`config.mk`:
```
export PLATFORM = sky130hd
export DESIGN_NAME = keypad_sequencer
export DESIGN_NICKNAME = d
export VERILOG_FILES = /design/src/rtl/keypad_seq_pkg.sv /design/src/rtl/keypad_sequencer_digit_to_key.sv /design/src/rtl/keypad_sequencer.sv
export SDC_FILE = /design/constraint.sdc
export NUM_CORES = 1
export LEC_CHECK = 0
export ABC_AREA = 1
export BUFFER_PORTS_ARGS = -buffer_cell sky130_fd_sc_hd__buf_2
export CAP_MARGIN = 25
export CORE_MARGIN = 2
export CORE_UTILIZATION = 54
export DETAILED_ROUTE_END_ITERATION = 8
export PLACE_DENSITY_LB_ADDON = 0.25
export SLEW_MARGIN = 10
export SYNTH_ARGS = -nofsm -noshare
export SYNTH_HDL_FRONTEND = slang
export SYNTH_SLANG_ARGS = --single-unit
```
`constraint.sdc`:
```
create_clock -name CLK -period 2.85 [get_ports CLK]
set_input_delay 0.285 -clock CLK [delete_from_list [all_inputs] [get_ports CLK]]
set_output_delay 0.285 -clock CLK [all_outputs]
set_load 0.05 [all_outputs]
```
`src/rtl/keypad_seq_pkg.sv`:
```
// Shared types and constants for the calculator keypad sequencer.
package keypad_seq_pkg;

  typedef enum logic [3:0] {
    ST_IDLE,
    ST_CLR,
    ST_GAP0,
    ST_KEYX,
    ST_GAPX,
    ST_KEYY,
    ST_GAPY,
    ST_EQ,
    ST_DONE
  } state_e;

  localparam logic [9:0] KEY_IDLE  = 10'h3FF;
  localparam logic [3:0] MAX_DIGIT = 4'd9;

  function automatic logic digit_ok(input logic [3:0] d);
    return d <= MAX_DIGIT;
  endfunction

endpackage

```
`src/rtl/keypad_sequencer_digit_to_key.sv`:
```
// BCD digit to active-low one-hot key lines; non-decimal codes press nothing.
module digit_to_key
  import keypad_seq_pkg::*;
(
  input  logic [3:0] digit_i,
  output logic [9:0] key_o
);

  always_comb begin
    key_o = KEY_IDLE;
    if (digit_ok(digit_i)) begin
      key_o = ~(10'd1 << digit_i);
    end
  end

endmodule

```
`src/rtl/keypad_sequencer.sv`:
```
// Drives a calculator keypad through clear, X, Y and EQUAL presses for one
// BCD add/subtract request; every output comes straight from a flop.
module keypad_sequencer
  import keypad_seq_pkg::*;
#(
  parameter int unsigned START_CYC = 2,
  parameter int unsigned HOLD_CYC  = 4,
  parameter int unsigned GAP_CYC   = 4
) (
  input  logic       CLK,
  input  logic       CLRb,
  input  logic       i_valid,
  output logic       o_ready,
  input  logic [3:0] i_X,
  input  logic [3:0] i_Y,
  input  logic       i_sub,
  output logic [9:0] o_A,
  output logic       o_START,
  output logic       o_EQUAL,
  output logic       o_Addn_Sub,
  output logic       o_done,
  output logic       o_err
);

  // Counter load values: a state with load L lasts L+1 cycles.
  localparam logic [7:0] START_LD = 8'(START_CYC - 1);
  localparam logic [7:0] HOLD_LD  = 8'(HOLD_CYC - 1);
  localparam logic [7:0] GAP_LD   = 8'(GAP_CYC - 1);

  state_e     state_q, state_d;
  logic [7:0] cnt_q, cnt_d;
  logic [3:0] x_q, x_d;
  logic [3:0] y_q, y_d;
  logic [9:0] a_q, a_d;
  logic       start_q, start_d;
  logic       eq_q, eq_d;
  logic       as_q, as_d;
  logic       done_q, done_d;
  logic       err_q, err_d;
  logic       ready_q, ready_d;

  logic       accept;
  logic       cnt_zero;
  logic [3:0] key_digit;
  logic [9:0] key_lines;

  assign accept   = (state_q == ST_IDLE) && i_valid && ready_q;
  assign cnt_zero = (cnt_q == 8'd0);

  always_comb begin
    state_d = state_q;
    cnt_d   = cnt_zero ? 8'd0 : cnt_q - 8'd1;
    x_d     = x_q;
    y_d     = y_q;
    as_d    = as_q;
    err_d   = 1'b0;
    case (state_q)
      ST_IDLE: begin
        if (accept) begin
          if (digit_ok(i_X) && digit_ok(i_Y)) begin
            state_d = ST_CLR;
            cnt_d   = START_LD;
            x_d     = i_X;
            y_d     = i_Y;
            as_d    = i_sub;
          end else begin
            err_d = 1'b1;
          end
        end
      end
      ST_CLR:  if (cnt_zero) begin state_d = ST_GAP0; cnt_d = GAP_LD;  end
      ST_GAP0: if (cnt_zero) begin state_d = ST_KEYX; cnt_d = HOLD_LD; end
      ST_KEYX: if (cnt_zero) begin state_d = ST_GAPX; cnt_d = GAP_LD;  end
      ST_GAPX: if (cnt_zero) begin state_d = ST_KEYY; cnt_d = HOLD_LD; end
      ST_KEYY: if (cnt_zero) begin state_d = ST_GAPY; cnt_d = GAP_LD;  end
      ST_GAPY: if (cnt_zero) begin state_d = ST_EQ;   cnt_d = HOLD_LD; end
      ST_EQ:   if (cnt_zero) begin state_d = ST_DONE; cnt_d = 8'd0;    end
      ST_DONE: begin state_d = ST_IDLE; cnt_d = 8'd0; end
      default: begin state_d = ST_IDLE; cnt_d = 8'd0; end
    endcase
  end

  // Outputs are decoded from the next state so they line up with it.
  assign key_digit = (state_d == ST_KEYY) ? y_q : x_q;

  digit_to_key u_digit_to_key (
    .digit_i (key_digit),
    .key_o   (key_lines)
  );

  always_comb begin
    a_d     = ((state_d == ST_KEYX) || (state_d == ST_KEYY)) ? key_lines : KEY_IDLE;
    start_d = (state_d != ST_CLR);
    eq_d    = (state_d == ST_EQ);
    done_d  = (state_d == ST_DONE);
    ready_d = (state_d == ST_IDLE);
  end

  always_ff @(posedge CLK or negedge CLRb) begin
    if (!CLRb) begin
      state_q <= ST_IDLE;
      cnt_q   <= 8'd0;
      x_q     <= 4'd0;
      y_q     <= 4'd0;
      a_q     <= KEY_IDLE;
      start_q <= 1'b0;
      eq_q    <= 1'b0;
      as_q    <= 1'b0;
      done_q  <= 1'b0;
      err_q   <= 1'b0;
      ready_q <= 1'b0;
    end else begin
      state_q <= state_d;
      cnt_q   <= cnt_d;
      x_q     <= x_d;
      y_q     <= y_d;
      a_q     <= a_d;
      start_q <= start_d;
      eq_q    <= eq_d;
      as_q    <= as_d;
      done_q  <= done_d;
      err_q   <= err_d;
      ready_q <= ready_d;
    end
  end

  assign o_A        = a_q;
  assign o_START    = start_q;
  assign o_EQUAL    = eq_q;
  assign o_Addn_Sub = as_q;
  assign o_done     = done_q;
  assign o_err      = err_q;
  assign o_ready    = ready_q;

endmodule
```
# Yosys cells after proc, flatten, opt, wreduce, memory -nomap -nowiden
# Cells that the tools add are included.
# W data, S select, Z words.
# totals
ff_bits	36
inputBits	12
# op_classes
add_sub_neg	1
magnitude_cmp	3
n_eq_ne	12
n_shift	1
muxes	22
bitwise_logic	1
reduce_logical	9
# ops
cell	count
$mux W4	10
$mux W8	5
$pmux W4 S8	1
$eq A4 B3 Y1 const B	6
$pmux W8 S3	1
$mux W10	2
$eq A4 B2 Y1 const B	3
$le A4 B4 Y1 const B	3
$not A10 Y10	1
$shl A1 B4 Y10 const A	1
$logic_not A4 Y1	2
$logic_not A8 Y1	1
$sub A8 B1 Y8 const B	1
$reduce_or A6 Y1	1
$eq A4 B1 Y1 const B	1
$eq A4 B4 Y1 const B	1
$ne A4 B1 Y1 const B	1
$logic_and A1 B1 Y1	3
$mux W1	3
$reduce_and A3 Y1	1
$logic_or A1 B1 Y1	1

# Logic depth before layout (Yosys ltp)
# Gate-level depths: netlist of the first run.
# depth
depth_word	11
mapped_depth	11
ltp_nobuf	10

# Modules after synthesis
# Synthesis of the first run repeated with hierarchy kept, for this count alone.
# hier_totals
hier_cells	201
area_unflattened_um2	1793.0
# by_module_without_submodules
module	n_inst	cells_each	area_per_inst_um2
keypad_sequencer	1	179	1705.4
digit_to_key	1	22	87.6

# Worst setup path before layout of the first run
# Ideal clock, no wire load.
# synth_path
kind	flip-flop to flip-flop
startpoint	register cnt_q[0]
endpoint	register a_q[1], in the netlist o_A[1]
arrival_ns	1.459
required_ns	2.763
path_slack_ns	1.304
stages_incl_launch_ff	11
n_path_buf	0
path_cell_list	dfrtp_1 > inv_1 > ha_1 > nor3b_1 > nand2_1 > nand3_4 > nand2_8 > nand2_2 > nand2_2 > nor2_2 > nand3_1
# synth_between
elab_chain_len	9
elab_cells_between_ends	18
cone_classes	order compare: 1; eq/ne: 2; shift: 1; mux: 11; bitwise: 1; reduce/logical: 2
# synth_lines
element	line	text
start, declared	keypad_sequencer.sv:31	logic [7:0] cnt_q, cnt_d;
start signal, assigned	keypad_sequencer.sv:114	cnt_q <= cnt_d;
$logic_not A8 Y1 (*)	keypad_sequencer.sv:48	assign cnt_zero = (cnt_q == 8'd0);
$mux W4 (tied with other cells)	keypad_sequencer.sv:77	ST_EQ: if (cnt_zero) begin state_d = ST_DONE; cnt_d = 8'd0; end
$pmux W4 S8 (*)	keypad_sequencer.sv:57	case (state_q)
branches (longest 5 deep; another with $le A4 B4 Y1)	n/a	
$mux W10 (*)	keypad_sequencer.sv:92	a_d = ((state_d == ST_KEYX) || (state_d == ST_KEYY)) ? key_lines : KEY_IDLE;
via a_d[1]	keypad_sequencer.sv:34	logic [9:0] a_q, a_d;
end signal, assigned	keypad_sequencer.sv:105	a_q <= KEY_IDLE;
end signal, assigned	keypad_sequencer.sv:117	a_q <= a_d;
end, declared	keypad_sequencer.sv:34	
# Mark *: on every way through the listed nets, which the timed path passes.
# A chain may end at the register's enable or synchronous reset.

# Worst setup path in the final report of the first run
# layout_path
startpoint	register state_q[2]
endpoint	register ready_q, in the netlist o_ready
# layout_between
elab_chain_len	6
elab_cells_between_ends	21
cone_classes	eq/ne: 7; mux: 10; reduce/logical: 4
# layout_lines
element	line	text
start, declared	keypad_sequencer.sv:30	state_e state_q, state_d;
start signal, assigned	keypad_sequencer.sv:113	state_q <= state_d;
$logic_not A4 Y1	keypad_sequencer.sv:47, keypad_sequencer.sv:57	
$logic_and A1 B1 Y1 (2 in a row)	keypad_sequencer.sv:47	assign accept = (state_q == ST_IDLE) && i_valid && ready_q;
$mux W4	keypad_sequencer.sv:59	if (accept) begin
$pmux W4 S8 (*)	keypad_sequencer.sv:57	
$logic_not A4 Y1 (*)	keypad_sequencer.sv:96	ready_d = (state_d == ST_IDLE);
via ready_d	keypad_sequencer.sv:40	logic ready_q, ready_d;
end signal, assigned	keypad_sequencer.sv:123	ready_q <= ready_d;
end, declared	keypad_sequencer.sv:40	
# The timed path passes the listed nets; every way through them passes the cells marked *.

==> flow_metrics.env, run 1 <==
export IMPL_cts_root_buf="clkbuf_4"
export IMPL_dieArea_um2=3860
export IMPL_worst_pin_slew_ns=0.776
export IMPL_endpoint_kind="flip-flop"
export IMPL_synth_nets=212
export IMPL_setup_viol=0
export IMPL_ant_nets=0
export IMPL_clockBufferDepth=2
export IMPL_final_area_um2=2080
export IMPL_num_rows=21
export IMPL_cp_max_fo=18
export IMPL_grt_max_degree=37
export IMPL_async_reset_ff_frac=1.00
export IMPL_ys_flop_type="dfrtp_1"
export IMPL_leakage_uw=0.00100
export IMPL_min_path_type="in -> async"
export IMPL_cts_buffers=5
export IMPL_synthXorXnorAreaFrac=0.0240
export IMPL_syn_inst=198
export IMPL_tns_ns=0
export IMPL_critPathKind="reg -> reg"
export IMPL_syn2layout_area_growth_pct=13.9
export IMPL_die_y_um=62.2
export IMPL_drt_wl_total_mm=3.18
export IMPL_drcViolationCount=0
export IMPL_layout_drive_gt1_share=0.346
export IMPL_htree_levels=2
export IMPL_p_sw_uw=940
export IMPL_cts_tree="yes"
export IMPL_period_needed_ns=1.77
export IMPL_cts_sinks=36
export IMPL_nets=244
export IMPL_die_w_um=62.2
export IMPL_vias_per_cell=4.97
export IMPL_yosysWarnings=0
export IMPL_slew_viol_final=0
export IMPL_synth_area_per_cell_um2=9.23
export IMPL_clkSlewWorstSetupHoldPaths_ns=0.10
export IMPL_grt_usage=0.195
export IMPL_grt_pass1_vias=1338
export IMPL_synth_edff_count=0
export IMPL_synth_distinct_cells=32
export IMPL_first_iter_violations=18
export IMPL_overflow=0
export IMPL_clock_power_share=0.165
export IMPL_cp_start_kind="flip-flop"
export IMPL_outcome="completed"
export IMPL_synthSimpleGateAreaFrac=0.320
export IMPL_combPwrFrac=0.447
export IMPL_cts_setup_buffers=0
export IMPL_rrSetupSlack_ns=1.08
export IMPL_clock_skew_ns=0.0114
export IMPL_fmax_ghz=0.565
export IMPL_total_power_uw=2120
export IMPL_gp_congestion=0.879
export IMPL_dpl_cell_area_um2=2000
export IMPL_slew_headroom=0.483
export IMPL_synth_seq_area_share=0.500
export IMPL_pwr_share_seq=0.388
export IMPL_wl_per_cell_um=11.5
export IMPL_ir_worst_vdd_v=0.000607
export IMPL_synth_top_family_by_area="simple AND/OR/NAND/NOR gates"
export IMPL_core_um2=3280
export IMPL_drtPass1Iterations=5
export IMPL_synth_seq_cells=36
export IMPL_vias=1377
export IMPL_grt_pass1_wl_mm=5.91
export IMPL_num_antenna_cells=0
export IMPL_insertion_delay_ns=0.34
export IMPL_dp_cells=269
export IMPL_hpwl_mm=2.38
export IMPL_syn_cell_area_um2=1830
export IMPL_p_sw_frac=0.444
export IMPL_p_int_uw=1180
export IMPL_maxCapViolCount=0
export IMPL_hold_ws_ns=0.0140
export IMPL_synth_mux_area_frac=0
export IMPL_final_cells=277
export IMPL_grt_antenna_before_repair=0
export IMPL_synth_compound_area_share=0.0781
export IMPL_finalCritPeriodShare=0.622
export IMPL_io_buffers=27
export IMPL_synth_adder_area_share=0.0137
export IMPL_p_per_area_nw_per_um2=1020
export IMPL_worst_ep_arrival_time_ns=2.01
export IMPL_required_ns=3.09
export IMPL_final_hold_viol_count=0
export IMPL_rsz0062_at_grt="no"
export IMPL_postCtsHoldBufs=0
export IMPL_io_pins=28
export IMPL_ctsResizeCount=0
export IMPL_start_util=0.556
==> cells in the mapped netlist (3+ instances only) <==
cell     instances  area, µm²
nand2_1         36        135
dfrtp_1         26        651
nand3_1         22        110
inv_1           18       67.6
nor2_1          16       60.1
o21ai_0         12       60.1
dfstp_2         10        263
inv_2            6       22.5
nand2_2          6       37.5
nor2_2           6       37.5
nor2_4           4       45.0
a21oi_1          3       15.0
o21ai_2          3       26.3
xor2_1           3       26.3
==> worst max-delay path, cell delays in order, from the launching register on <==
cell and delay, ns:
dfrtp_1 0.45, inv_2 0.15, nand2_1 0.12, nor2_1 0.14, nand3_2 0.11, nor2_4 0.30
inv_2 0.14, o21ai_2 0.09, inv_2 0.05, nand3_1 0.06, nor2_1 0.05
==> final timing paths <==
path	endpoint	from	cells past startpoint
worst max-delay path	o_ready$_DFF_PN0_	state_q[2]$_DFF_PN0_	10
worst min register to register	o_Addn_Sub$_DFFE_PN0P_	o_Addn_Sub$_DFFE_PN0P_	2
worst min-delay path	o_START$_DFF_PN0_	CLRb	1
max in group asynchronous	cnt_q[1]$_DFF_PN0_	CLRb	1
worst max register to register	o_ready$_DFF_PN0_	state_q[2]$_DFF_PN0_	10
min in group CLK	o_Addn_Sub$_DFFE_PN0P_	i_sub	3
==> layout by cell type, fill, tap and decap left out, types with 4 or more instances in the layout <==
cell type and n:
dfrtp_1 26, inv_2 6, clkbuf_4 5, dfstp_2 10, nor2_2 6, nand3_1 22, inv_1 18, nand2_2 6
nor2_1 16, nand2_1 36, nor2_4 4, o21ai_0 12, buf_2 27
==> through the flow <==
| step | util | setup WS, ns |
|---|---|---|
| after floorplan | - | 1.30 |
| after global placement | 0.610 | 1.10 |
| after detailed placement | 0.610 | 1.10 |
| after CTS | 0.634 | 1.07 |
| after global routing | 0.634 | 0.838 |
| final | 0.634 | 1.08 |
==> registers in the layout (all words and copies together), names as in the netlist <==
register,count
cnt_q,8
o_err,1
o_START,1
y_q,4
o_Addn_Sub,1
o_ready,1
o_A,10
o_EQUAL,1
x_q,4
state_q,4
o_done,1
==> cell families after synthesis <==
kind of cell / Yosys count
XOR/XNOR: 5
flip-flops: 36
AND/OR/NAND/NOR: 105
adder cells (fa/ha/maj): 2
buffers and inverters: 28
AO/OA/AOI/OAI: 22
==> power by group through the flow <==
stage	clock [µW]	combinational, µW	sequential (µW)
after floorplan	0	686	913
after global placement	0	937	830
after detailed placement	0	952	829
after CTS	356	958	822
after global routing	381	1070	846
final	348	947	821
==> final cells by class <==
type | instances | area [µm²]
timing repair buffer | 27 | 135
clock inverter | 2 | 35.0
inverter | 26 | 103
sequential | 36 | 913
fill | 292 | 1200
multi-input combinational | 134 | 796
tap | 46 | 57.6
clock buffer | 6 | 41.3
==> metal layers <==
layer | GRT usage | part of all wire | up-vias
li1 | - | - | 704
met1 | 0.253 | 0.46 | 627
met2 | 0.310 | 0.48 | 39
met3 | 0.0453 | 0.044 | 7
met4 | 0.0917 | 0.025 | 0
met5 | 0 | 0 | -
No activity file was read; power rests on OpenSTA's default activity.
==> run 2, diff against run 1 <==
clock period = 1.8 ns   (was 2.85 ns; I/O delays follow)
==> flow_metrics.env, run 2 (synthesized netlist as in run 1, its figures left out) <==
export IMPL_outcome="completed"
export IMPL_cpMostUsedCell="nor2_4"
export IMPL_clkSlewWorstSetupHoldPaths_ns=0.10
export IMPL_p_sw_uw=1480
export IMPL_vias=1386
export IMPL_clock_power_share=0.181
export IMPL_worst_ep_arrival_time_ns=1.88
export IMPL_insertion_delay_ns=0.33
export IMPL_io_buffers=27
export IMPL_layout_drive_gt1_share=0.368
export IMPL_seq_area_um2=913
export IMPL_rrSetupSlack_ns=0.18
export IMPL_die_w_um=62.2
export IMPL_vias_per_cell=4.95
export IMPL_p_int_uw=1950
export IMPL_min_path_type="in -> reg"
export IMPL_multi_input_area_um2=803
export IMPL_critPathKind="reg -> reg"
export IMPL_tns_ns=0
export IMPL_htree_levels=2
export IMPL_num_antenna_cells=0
export IMPL_combPwrFrac=0.438
export IMPL_worst_pin_slew_ns=0.735
export IMPL_slowest_delay_ns=0.40
export IMPL_slew_headroom=0.510
export IMPL_crit_chain="inv_1 -> ha_1 -> nand2_1 -> nor2_4 -> nor2_1 -> o21ai_2 -> nor2_4 -> nor2_4 -> nand3_1"
export IMPL_ir_worst_vdd_v=0.000956
export IMPL_setup_ws_ns=0.176
export IMPL_clock_skew_ns=0.00509
export IMPL_final_hold_viol_count=0
export IMPL_hpwl_mm=2.38
export IMPL_grt_pass1_vias=1332
export IMPL_drt_wl_total_mm=3.05
export IMPL_grt_usage=0.189
export IMPL_drtPass1Iterations=4
export IMPL_syn2layout_area_growth_pct=16.7
export IMPL_io_pins=28
export IMPL_nets=247
export IMPL_dieArea_um2=3860
export IMPL_pre_cts_ws_ns=0.106
export IMPL_wl_per_cell_um=10.9
export IMPL_drcViolationCount=0
export IMPL_slew_viol_final=0
export IMPL_p_sw_frac=0.432
export IMPL_start_util=0.556
export IMPL_gp_congestion=0.850
export IMPL_pwr_share_seq=0.381
export IMPL_required_ns=2.06
export IMPL_n_fill_cell=290
export IMPL_cts_sinks=36
export IMPL_cp_max_fo=7
export IMPL_hold_ws_ns=0.0384
export IMPL_largest_reg_flops=10
export IMPL_first_iter_violations=35
export IMPL_period_needed_ns=1.62
export IMPL_num_rows=21
export IMPL_cp_start_kind="flip-flop"
export IMPL_leakage_uw=0.00103
export IMPL_grt_max_degree=37
export IMPL_cts_tree="yes"
export IMPL_final_cell_mix="nand2_1, buf_2, dfrtp_1"
export IMPL_setup_viol=0
export IMPL_ant_nets=0
export IMPL_finalCritPeriodShare=0.902
export IMPL_crit_slowest_cell="dfrtp_1"
export IMPL_fmax_ghz=0.616
export IMPL_grt_antenna_before_repair=0
export IMPL_endpoint_kind="flip-flop"
export IMPL_utilization=0.649
export IMPL_clockBufferDepth=2
export IMPL_cts_buffers=5
export IMPL_overflow=0
export IMPL_total_power_uw=3440
export IMPL_p_per_area_nw_per_um2=1610
export IMPL_maxCapViolCount=0
export IMPL_core_um2=3280
export IMPL_layout_commonest_cell="nand2_1"
export IMPL_cts_root_buf="clkbuf_4"
export IMPL_grt_pass1_wl_mm=5.83
export IMPL_die_y_um=62.2
## run 2: per-layer routing
metal | vias up | track usage | share of wire
li1 | 716 | - | -
met1 | 627 | 0.241 | 0.47
met2 | 36 | 0.315 | 0.47
met3 | 7 | 0.0489 | 0.047
met4 | 0 | 0.0611 | 0.015
met5 | - | 0 | 0
## run 2: cell type report
type	count	share of cell area
multi-input combinational	134	0.377
clock buffer	7	0.0305
sequential	36	0.428
clock inverter	1	0.0141
tap	46	0.0270
inverter	26	0.0481
timing repair buffer	30	0.0751
## run 2: final timing paths
| path | start | endpoint | cells after the start |
|---|---|---|---|
| worst max-delay path | cnt_q[1]$_DFF_PN0_ | o_A[3]$_DFF_PN1_ | 9 |
| worst min-delay path | i_sub | o_Addn_Sub$_DFFE_PN0P_ | 3 |
| worst max register to register | cnt_q[1]$_DFF_PN0_ | o_A[3]$_DFF_PN1_ | 9 |
| worst min register to register | o_Addn_Sub$_DFFE_PN0P_ | o_Addn_Sub$_DFFE_PN0P_ | 2 |
| max in group asynchronous | CLRb | cnt_q[0]$_DFF_PN0_ | 2 |
| min in group asynchronous | CLRb | cnt_q[5]$_DFF_PN0_ | 2 |
## run 2: repair_timing
action | CTS | global route
buffers inserted | 0 | 1
hold buffers | 1 | 0
setup endpoints to repair | 0 | 10
resized for setup | 0 | 3
endpoints found under the hold margin | 26 | 0
## run 2: power by group through the flow
| stage | Sequential (µW) | Clock (µW) | Combinational, µW |
|---|---|---|---|
| finish | 1310 | 622 | 1510 |
| global route | 1350 | 677 | 1710 |
| CTS | 1300 | 642 | 1520 |
| detailed placement | 1320 | 0 | 1510 |
| global placement | 1320 | 0 | 1480 |
| floorplan | 1440 | 0 | 1090 |
## run 2: worst max-delay path: cells and delay by family (launching register included)
family / cells / cell delay [ns]
AND/OR/NAND/NOR: 6 / 0.72
AO/OA/AOI/OAI: 1 / 0.19
flip-flops: 1 / 0.40
buffers and inverters: 1 / 0.08
adder cells (fa/ha/maj): 1 / 0.15
## run 2: per-stage QoR
stage / area, µm² / std cells
floorplan: 1830 / 198
global placement: 2010 / 270
detailed placement: 2010 / 270
CTS: 2120 / 279
global route: 2130 / 280
finish: 2130 / 280
==> run 3, diff against run 2 <==
CORE_MARGIN = default   (was 2)
==> flow_metrics.env, run 3 (synthesized netlist as in run 1, its figures left out) <==
export IMPL_outcome="completed"
export IMPL_dieArea_um2=3620
export IMPL_overflow=0
export IMPL_slew_viol_final=0
export IMPL_grt_pass1_wl_mm=5.38
export IMPL_ant_nets=0
export IMPL_drcViolationCount=0
export IMPL_worst_pin_slew_ns=0.737
export IMPL_layout_drive_gt1_share=0.379
export IMPL_largest_reg_flops=10
export IMPL_leakage_uw=0.00102
export IMPL_total_power_uw=3390
export IMPL_cp_start_kind="flip-flop"
export IMPL_io_pins=28
export IMPL_vias_per_cell=4.99
export IMPL_hold_ws_ns=0.0235
export IMPL_slowest_delay_ns=0.38
export IMPL_layout_commonest_cell="nand2_1"
export IMPL_insertion_delay_ns=0.35
export IMPL_num_antenna_cells=0
export IMPL_final_hold_viol_count=0
export IMPL_required_ns=2.08
export IMPL_p_per_area_nw_per_um2=1590
export IMPL_wl_per_cell_um=11.6
export IMPL_fmax_ghz=0.600
export IMPL_grt_usage=0.211
export IMPL_n_fill_cell=259
export IMPL_vias=1393
export IMPL_hpwl_mm=2.42
export IMPL_gp_congestion=0.837
export IMPL_grt_max_degree=37
export IMPL_clockBufferDepth=2
export IMPL_setup_viol=0
export IMPL_cts_sinks=36
export IMPL_die_y_um=60.2
export IMPL_start_util=0.584
export IMPL_dpl_cell_area_um2=2010
export IMPL_crit_slowest_cell="dfrtp_1"
export IMPL_core_um2=3130
export IMPL_crit_chain="inv_1 -> ha_1 -> nor3b_2 -> nand2_2 -> nand3_4 -> nand2_8 -> nand2_2 -> nand2_2 -> nor2_4 -> nand3_1"
export IMPL_seq_area_um2=915
export IMPL_grt_pass1_vias=1305
export IMPL_clock_skew_ns=0.00761
export IMPL_syn2layout_area_growth_pct=16.8
export IMPL_clkSlewWorstSetupHoldPaths_ns=0.11
export IMPL_drt_wl_total_mm=3.23
export IMPL_grt_util_met1=0.240
export IMPL_ir_worst_vdd_v=0.000888
export IMPL_tns_ns=0
export IMPL_first_iter_violations=33
export IMPL_worst_ep_arrival_time_ns=1.94
export IMPL_final_area_um2=2130
export IMPL_cts_buffers=5
export IMPL_cp_max_fo=9
export IMPL_endpoint_kind="flip-flop"
export IMPL_final_cell_mix="nand2_1, buf_2, dfrtp_1"
export IMPL_cpMostUsedCell="nand2_2"
export IMPL_maxCapViolCount=0
export IMPL_critPathKind="reg -> reg"
export IMPL_cts_tree="yes"
export IMPL_use_met3=0.0693
export IMPL_drtPass1Iterations=4
export IMPL_io_buffers=27
export IMPL_grt_antenna_before_repair=0
export IMPL_use_met2=0.345
export IMPL_rsz0062_at_grt="no"
export IMPL_utilization=0.682
export IMPL_finalCritPeriodShare=0.926
export IMPL_die_w_um=60.2
export IMPL_nets=248
export IMPL_slew_headroom=0.509
export IMPL_period_needed_ns=1.67
export IMPL_crit_buf_inv=1
export IMPL_num_rows=20
export IMPL_grt_busiest_layer="met2"
export IMPL_cts_root_buf="clkbuf_4"
export IMPL_htree_levels=2
export IMPL_min_path_type="in -> reg"
export IMPL_critPathTopFamily="simple AND/OR/NAND/NOR gates"
export IMPL_multi_input_area_um2=818
[run 3: power by group]
part	total, µW	internal [µW]	switching [µW]
sequential	1310	1080	233
combinational	1570	523	1050
clock	512	234	278
total	3390	1840	1560
[run 3: final timing paths]
kind / from / end / slack (ns) / depth (start not counted)
hold / removal: i_sub / o_Addn_Sub$_DFFE_PN0P_ / 0.02 / 3
max in group asynchronous: CLRb / state_q[0]$_DFF_PN0_ / 0.87 / 2
setup reg to reg: cnt_q[0]$_DFF_PN0_ / o_A[6]$_DFF_PN1_ / 0.13 / 10
hold reg to reg: o_Addn_Sub$_DFFE_PN0P_ / o_Addn_Sub$_DFFE_PN0P_ / 0.49 / 2
min in group asynchronous: CLRb / cnt_q[3]$_DFF_PN0_ / 0.41 / 2
setup / recovery: cnt_q[0]$_DFF_PN0_ / o_A[6]$_DFF_PN1_ / 0.13 / 10
[run 3: tightest hold or removal path, stage by stage]
cell     delay [ns]
buf_2          0.07
nand2_1        0.04
nand2_1        0.05
[run 3: stage by stage]
step	cells	setup WS, ns
3_3_place_gp	268	0.175
5_1_grt	279	0.00352
3_5_place_dp	268	0.0760
2_1_floorplan	198	0.254
6_report	279	0.134
4_1_cts	277	0.0513
[run 3: repair_timing]
item                                   CTS  global route
endpoints found under the hold margin   26             0
buffers inserted                         0             2
hold buffers                             1             0
setup endpoints to repair                0            10
gates resized for setup                  0             7
[run 3: final cells by class]
type | count | share of cell area
Inverter | 26 | 0.0481
Sequential cell | 36 | 0.429
Clock inverter | 2 | 0.00587
Multi-Input combinational cell | 134 | 0.384
Clock buffer | 6 | 0.0293
Tap cell | 44 | 0.0258
Timing Repair Buffer | 31 | 0.0786
[run 3: layer usage]
layer	vias to the layer above	routed length (µm)
met5	-	0
met4	0	66
met3	6	155
met2	31	1620
met1	645	1390
li1	711	-
